$ cat src/rtl/serial_adder.sv
// Bit-serial adder/subtractor: one full-adder cell and a registered carry resolve
// one result bit per clock, LSB first, behind valid/ready handshakes.
module serial_adder #(
    parameter int unsigned WIDTH = 8
) (
    input  logic             clk,
    input  logic             rst_n,
    input  logic             in_valid,
    output logic             in_ready,
    input  logic [WIDTH-1:0] a,
    input  logic [WIDTH-1:0] b,
    input  logic             sub,
    output logic             out_valid,
    input  logic             out_ready,
    output logic [WIDTH-1:0] sum,
    output logic             carry_out,
    output logic             overflow
);

    localparam int unsigned CNT_W = (WIDTH > 2) ? $clog2(WIDTH) : 1;

    typedef enum logic [1:0] {
        S_IDLE = 2'd0,
        S_BUSY = 2'd1,
        S_DONE = 2'd2
    } state_t;

    state_t             r_state;
    state_t             w_state_nxt;
    logic [WIDTH-1:0]   r_a_sh;
    logic [WIDTH-1:0]   r_b_sh;
    logic [WIDTH-1:0]   r_sum;
    logic               r_c;
    logic               r_carry_out;
    logic               r_overflow;
    logic [CNT_W-1:0]   r_cnt;

    logic               w_accept;
    logic               w_last;
    logic               w_s;
    logic               w_c_nxt;

    assign w_accept = in_valid && (r_state == S_IDLE);
    assign w_last   = (r_cnt == CNT_W'(WIDTH - 1));

    // Full-adder cell on the current LSBs of the shift registers
    assign w_s     = r_a_sh[0] ^ r_b_sh[0] ^ r_c;
    assign w_c_nxt = (r_a_sh[0] & r_b_sh[0]) | (r_c & (r_a_sh[0] ^ r_b_sh[0]));

    always_ff @(posedge clk or negedge rst_n) begin
        if (!rst_n) begin
            r_state <= S_IDLE;
        end else begin
            r_state <= w_state_nxt;
        end
    end

    always_comb begin
        w_state_nxt = r_state;
        case (r_state)
            S_IDLE:  if (in_valid) w_state_nxt = S_BUSY;
            S_BUSY:  if (w_last) w_state_nxt = S_DONE;
            S_DONE:  if (out_ready) w_state_nxt = S_IDLE;
            default: w_state_nxt = S_IDLE;
        endcase
    end

    always_comb begin
        in_ready  = (r_state == S_IDLE);
        out_valid = (r_state == S_DONE);
    end

    // Subtraction enters as a + ~b with the +1 supplied through the initial carry
    always_ff @(posedge clk or negedge rst_n) begin
        if (!rst_n) begin
            r_a_sh      <= '0;
            r_b_sh      <= '0;
            r_sum       <= '0;
            r_c         <= 1'b0;
            r_cnt       <= '0;
            r_carry_out <= 1'b0;
            r_overflow  <= 1'b0;
        end else if (w_accept) begin
            r_a_sh      <= a;
            r_b_sh      <= sub ? ~b : b;
            r_c         <= sub;
            r_sum       <= '0;
            r_cnt       <= '0;
            r_carry_out <= 1'b0;
            r_overflow  <= 1'b0;
        end else if (r_state == S_BUSY) begin
            r_sum  <= {w_s, r_sum[WIDTH-1:1]};
            r_a_sh <= {1'b0, r_a_sh[WIDTH-1:1]};
            r_b_sh <= {1'b0, r_b_sh[WIDTH-1:1]};
            r_c    <= w_c_nxt;
            if (w_last) begin
                r_cnt       <= '0;
                r_carry_out <= w_c_nxt;
                r_overflow  <= r_c ^ w_c_nxt;
            end else begin
                r_cnt <= r_cnt + CNT_W'(1);
            end
        end
    end

    assign sum       = r_sum;
    assign carry_out = r_carry_out;
    assign overflow  = r_overflow;

endmodule

$ cat config.mk
export PLATFORM = sky130hd
export DESIGN_NAME = serial_adder
export DESIGN_NICKNAME = d
export VERILOG_FILES = /design/src/rtl/serial_adder.sv
export SDC_FILE = /design/constraint.sdc
export NUM_CORES = 1
export LEC_CHECK = 0
export CORE_UTILIZATION = 30
export CTS_CLUSTER_SIZE = 28
export DETAILED_ROUTE_END_ITERATION = 6
export SYNTH_ARGS = -nofsm -noshare
export SYNTH_HDL_FRONTEND = slang
export SYNTH_SLANG_ARGS = --single-unit
$ cat constraint.sdc
create_clock -name clk -period 1.58 [get_ports clk]
set_input_delay 0.316 -clock clk [delete_from_list [all_inputs] [get_ports clk]]
set_output_delay 0.316 -clock clk [all_outputs]
set_load 0.05 [all_outputs]
==> impl_results.md, run 1 <==
* Die height at 72.5 um
* Crit-path slowest cell: dfrtp_1
* Layout Skew at 0.00323 ns
* Skew-Pair Late Insertion Delay at 0.28 ns
* Via Count at 1190
* Crit-path cells: nand2b_1 -> inv_1 -> buf_12
* Antenna-violating nets left at 0
* Crit path max-delay family: flip-flops
* Ant. Diodes at 0
* Non-Filler Instances at 262
* GR peak layer: met2
* CTS sink count at 32
* Inst Count DP at 255
* Met1 Usage GRT at 17.5%
* Tcrit/Tclk final at 94.9%
* Min Tclk post-route at 1.50 ns
* Die area at 5260 um^2
* CTS root buf: clkbuf_8
* Synth Area in Simple Gates at 23.7%
* 1st-iter DRT viols at 49
* Synth-to-layout area growth at 38.7%
* Clock Path Buffers at 2
* Final setup fails at 0
* CTS clock-pin slew for the worst setup and hold paths at 0.07 ns
* Hold bufs inserted after CTS at 0
* Drt drc at 0
* Worst slew margin at 61.2%
* Worst hold-check path type: input port to async pin
* Port Buf Inserts at 32
* Mean Syn Cell Area at 9.27 um^2
* Post-cts resize count at 0
* Worst Path Max Fanout at 8
* Mux share of post-synthesis cell area at 0%
* Largest net degree at the start of global routing at 33
* Yosys warnings at 0
* Syn nets at 185
* Worst slew pin tran at 0.581 ns
* Syn Inst Count at 161
* Status: finished, final reports clean
* Mapped cell area at 1490 um^2
* Final instance area at 2070 um^2
* Met2 Use GR at 20.9%
* Fin nets at 219
* Compound-Gate Fraction of Synth Area at 9.47%
* Vias in the first global route at 1190
* Leakage power at 0.970 nW
* Cell area after placement at 1990 um^2
* Total clock buffers created by CTS at 5
* First-pass GRT wire length at 5390 um
* Largest family of logic cells by synthesized area: simple AND/OR/NAND/NOR gates
* Row Count at 25
* Buf/Inv on CP at 2
* CP peak stage delay at 0.46 ns
* Worst Path Arrival at 1.18 ns
* Crit path capture type: output port
* Fmax at 667 MHz
* Gr usage total at 13.6%
* Slew Viols, Final at 0
* Die Wd at 72.5 um
* RePlAce Congestion at 0.738
* Seq cells post-synth at 32
* Core area at 4750 um^2
* H-tree depth at 2
* Ranking of synthesized cells by area: dfrtp_1, nand2_1, nand3_1, xor2_1, a22oi_1
* DPL Wire Length at 1990 um
* Synth unique cells at 23
* Hold WS at 0.387 ns
* Layout cell share with drive strength beyond 1 at 12.8%
* Synth top area share at 53.6%
* Pwr per Cell Area at 1920 nW/um^2
* Starting Density at 31.4%
* Met3 usage at 4.58%
* Via density at 4.54
* CTS tree: built
* 1st-pass router iterations at 4
* Crit Path Class: flop to output port
* Post-synth top area cell: dfrtp_1
* Crit start category: flop
* Max_cap viols at 0
* Sequential share of the synthesized area at 53.6%
* RSZ-0062 raised after global routing: no
* Initial antenna violation count at 0
* Global route overflow at 0
* Worst Path Required at 1.26 ns
* Fin util at 43.6%
* Fin. Hold Viols at 0
* Area share of fa/ha/maj cells after synthesis at 3.02%
* Ports at 33
* Post-CTS setup buffer count at 0
* WL per Instance at 11.4 um
* Synth Area in XOR/XNOR at 5.28%
* Detailed Route WL at 2980 um
* VDD IR-drop max at 0.000972 V
## metal layers
layer | vias to the layer above | routed length [um]
met5 | - | 0
met4 | 0 | 65
met3 | 6 | 128
met2 | 28 | 1370
met1 | 561 | 1410
li1 | 595 | -
## power breakdown
| part | leakage [nW] | switching (W) | internal [W] | total [W] |
|---|---|---|---|---|
| combinational | 0.522 | 0.00107 | 0.000859 | 0.00193 |
| sequential | 0.407 | 0.000272 | 0.00117 | 0.00144 |
| clock | 0.0410 | 0.000297 | 0.000299 | 0.000597 |
## path summary, 6_finish.rpt
kind	start	endpoint	slack, ns	cells after the start
min in group clk	r_a_sh[1]	r_a_sh[1]	0.48	2
hold / removal	rst_n	r_a_sh[4]	0.39	2
setup reg to reg	r_cnt[0]	r_cnt[0]	0.16	4
max in group asynchronous	rst_n	carry_out	1.01	2
setup / recovery	r_state[0]	out_valid	0.08	3
hold reg to reg	r_a_sh[1]	r_a_sh[1]	0.48	2
## placed cells by master (no fill, tap or decap), types with 2 or more instances in the layout
cell             Yosys  final
nand2_1             54     54
dfrtp_1             32     32
clkdlybuf4s50_1      0     20
nand3_1             14     14
buf_12               0     12
nor2_1               8      8
a22oi_1              8      8
xor2_1               7      7
a31oi_1              7      7
buf_4                0      6
clkbuf_8             0      5
o21ai_0              4      4
nand2b_1             2      2
a21oi_1              2      2
xnor2_1              2      2
ha_1                 2      2
## cells in the mapped netlist
library cell   n
nand2b_1       2
nor3b_1        1
a21oi_1        2
dfrtp_1       32
nor2b_1        1
fa_1           1
o21ai_0        4
ha_1           2
clkbuf_1       4
nand2_1       54
or3_1          1
buf_6          3
inv_1          1
a22oi_1        8
nand3b_1       1
xnor2_1        2
a31oi_1        7
nor2_1         8
o21bai_1       1
buf_2          4
nand3_1       14
xor2_1         7
or3b_4         1
## cells by family after synthesis
kind of cell	after synthesis
compound gates	22
xor+xnor	9
fa+ha+maj	3
buf+inv	12
flops	32
simple gates	83
## worst register-to-register path, cell delays in order (launching register included)
cell	delay, ns
dfrtp_1	0.40
ha_1	0.20
ha_1	0.23
or3_1	0.38
a21oi_1	0.14
## final cells by class
type	count	area, um^2
clock buffers	6	72.6
repair buffers	38	485
clock inverters	1	5.00
inverters	1	3.75
well taps	67	83.8
fillers	468	2680
multi-input cells	117	619
flip-flops and latches	32	801
## registers in the layout, summed over array words and instances (netlist names)
register,count
sum,8
r_state,2
r_cnt,3
carry_out,1
r_c,1
r_b_sh,8
r_a_sh,8
overflow,1
## stage by stage
step	worst slack [ns]	total power [W]	TNS, ns
finish	0.0811	0.00397	0
global route	0.0122	0.00427	0
CTS	0.0762	0.00401	0
detailed placement	-0.0982	0.00341	-1.50
global placement	-0.0841	0.00337	-1.58
floorplan	0.127	0.00265	0
No activity file was read; power rests on OpenSTA's default activity.
==> inputs of run 2 (changes only) <==
--- a/config.mk
+++ b/config.mk
@@ -8,6 +8,7 @@
 export CORE_UTILIZATION = 30
 export CTS_CLUSTER_SIZE = 28
 export DETAILED_ROUTE_END_ITERATION = 6
+export PLACE_DENSITY = 0.5
 export SYNTH_ARGS = -nofsm -noshare
 export SYNTH_HDL_FRONTEND = slang
 export SYNTH_SLANG_ARGS = --single-unit
==> run 2 against run 1 <==
Net effect:
- combinational power about the same
- non-clock buffer count increased by 1
- wire length increased by 7.5%
- first-iteration DRC count increased by 45%
- global-route usage increased by 0.23 points
- clock skew increased by 0.00089 ns
- sequential power about the same
- clock power decreased by 3%
- core utilization increased by 0.16 points
- setup slack improved by 0.013 ns
==> impl_results.md, run 2 (synthesis results as in run 1) <==
* Status: finished, final reports clean
* Worst hold-check path type: input port to async pin
* Fmax at 673 MHz
* Worst Path Arrival at 1.17 ns
* Port Buf Inserts at 32
* Post-CTS setup buffer count at 0
* Ports at 33
* Via density at 4.48
* 1st-iter DRT viols at 71
* Drt drc at 0
* Most frequent cells in the layout: nand2_1, dfrtp_1, clkdlybuf4s50_1
* Post-cts resize count at 0
* Die area at 5260 um^2
* Ant. Diodes at 0
* Hold bufs inserted after CTS at 0
* Worst Path Required at 1.26 ns
* Clock Path Buffers at 2
* Antenna-violating nets left at 0
* Initial antenna violation count at 0
* Pwr per Cell Area at 1920 nW/um^2
* Fin. Hold Viols at 0
* 1st-pass router iterations at 4
* Crit path capture type: output port
* VDD IR-drop max at 0.000771 V
* WL per Instance at 12.2 um
* R2R depth at 4
* Largest net degree at the start of global routing at 33
* Max_cap viols at 0
* CTS tree: built
* CP peak stage delay at 0.46 ns
* Starting Density at 31.4%
* Min Tclk post-route at 1.49 ns
* Crit-path slowest cell: dfrtp_1
* Setup TNS at 0 ns
* Via Count at 1179
* Buf/Inv on CP at 2
* Hold WS at 0.441 ns
* CTS root buf: clkbuf_8
* Row Count at 25
* Slew Viols, Final at 0
* Crit Path Class: flop to output port
* Total Power at 0.00398 W
* Crit start category: flop
* Total clock buffers created by CTS at 5
* Worst slew pin tran at 0.592 ns
* Fillcell total at 468
* Commonest non-fill, non-tap cell in the layout: nand2_1
* Die Wd at 72.5 um
* Core area at 4750 um^2
* Crit path max-delay family: flip-flops
* Gr usage total at 13.8%
* Worst slew margin at 60.5%
* H-tree depth at 2
* Global route overflow at 0
* Leakage power at 0.972 nW
* Tcrit/Tclk final at 94.1%
* Layout Skew at 0.00412 ns
* WP depth at 3
* Worst Path Max Fanout at 8
* Detailed Route WL at 3200 um
* Crit-path cells: nand2b_1 -> inv_1 -> buf_12
* Vias in the first global route at 1254
* Skew-Pair Late Insertion Delay at 0.28 ns
* Layout cell share with drive strength beyond 1 at 13.3%
* CTS clock-pin slew for the worst setup and hold paths at 0.06 ns
* First-pass GRT wire length at 5420 um
* Fin nets at 220
* RePlAce Congestion at 0.744
* DPL Wire Length at 2180 um
* Synth-to-layout area growth at 39.2%
* Final setup fails at 0
* CTS sink count at 32
* Die height at 72.5 um
* RSZ-0062 raised after global routing: no
## run 2: cell count changes in the layout (fill, tap and decap cells not counted)
| cell | before | now |
|---|---|---|
| buf_4 | 6 | 7 |
## run 2: layer usage
| metal | part of all wire (%) | global-route usage, % | vias up |
|---|---|---|---|
| met5 | 0 | 0 | - |
| met4 | 1.6 | 7.19 | 0 |
| met3 | 4.0 | 4.17 | 5 |
| met2 | 45 | 23.1 | 24 |
| met1 | 49 | 16.1 | 553 |
| li1 | - | - | 597 |
## run 2: power by group
part | total [W] | switching, W | internal (W) | leakage (nW)
logic | 0.00195 | 0.00108 | 0.000865 | 0.525
registers | 0.00146 | 0.000287 | 0.00117 | 0.407
clock network | 0.000580 | 0.000282 | 0.000299 | 0.0410
## run 2: worst paths after layout
check                           start         to  slack (ns)
setup / recovery           r_state[0]  out_valid        0.09
hold / removal                  rst_n  r_b_sh[2]        0.44
setup reg to reg             r_cnt[0]   r_cnt[0]        0.18
hold reg to reg             r_a_sh[1]  r_a_sh[1]        0.48
max in group asynchronous       rst_n  r_a_sh[6]        0.84
min in group clk            r_a_sh[1]  r_a_sh[1]        0.48
## run 2: cell type report
cell class / instances / area (um^2) / area share (%)
Sequential cell: 32 / 801 / 38.5
Multi-Input combinational cell: 117 / 619 / 29.8
Inverter: 1 / 3.75 / 0.181
Timing Repair Buffer: 39 / 493 / 23.7
Clock buffer: 6 / 72.6 / 3.49
Tap cell: 67 / 83.8 / 4.03
Clock inverter: 1 / 5.00 / 0.241
## run 2: worst reg2reg max path: stages, from the launching register on
cell and delay [ns]:
dfrtp_1 0.39, ha_1 0.20, ha_1 0.22, or3_1 0.38
a21oi_1 0.14
## run 2: through the flow
stage / instances / instance area, um^2 / worst slack (ns) / util (%)
2_1_floorplan: 161 / 1490 / 0.127 / -
3_3_place_gp: 256 / 2000 / -0.0843 / 42.1
3_5_place_dp: 256 / 2000 / -0.123 / 42.1
4_1_cts: 263 / 2080 / 0.0733 / 43.7
5_1_grt: 263 / 2080 / 0.0330 / 43.7
6_report: 263 / 2080 / 0.0939 / 43.7
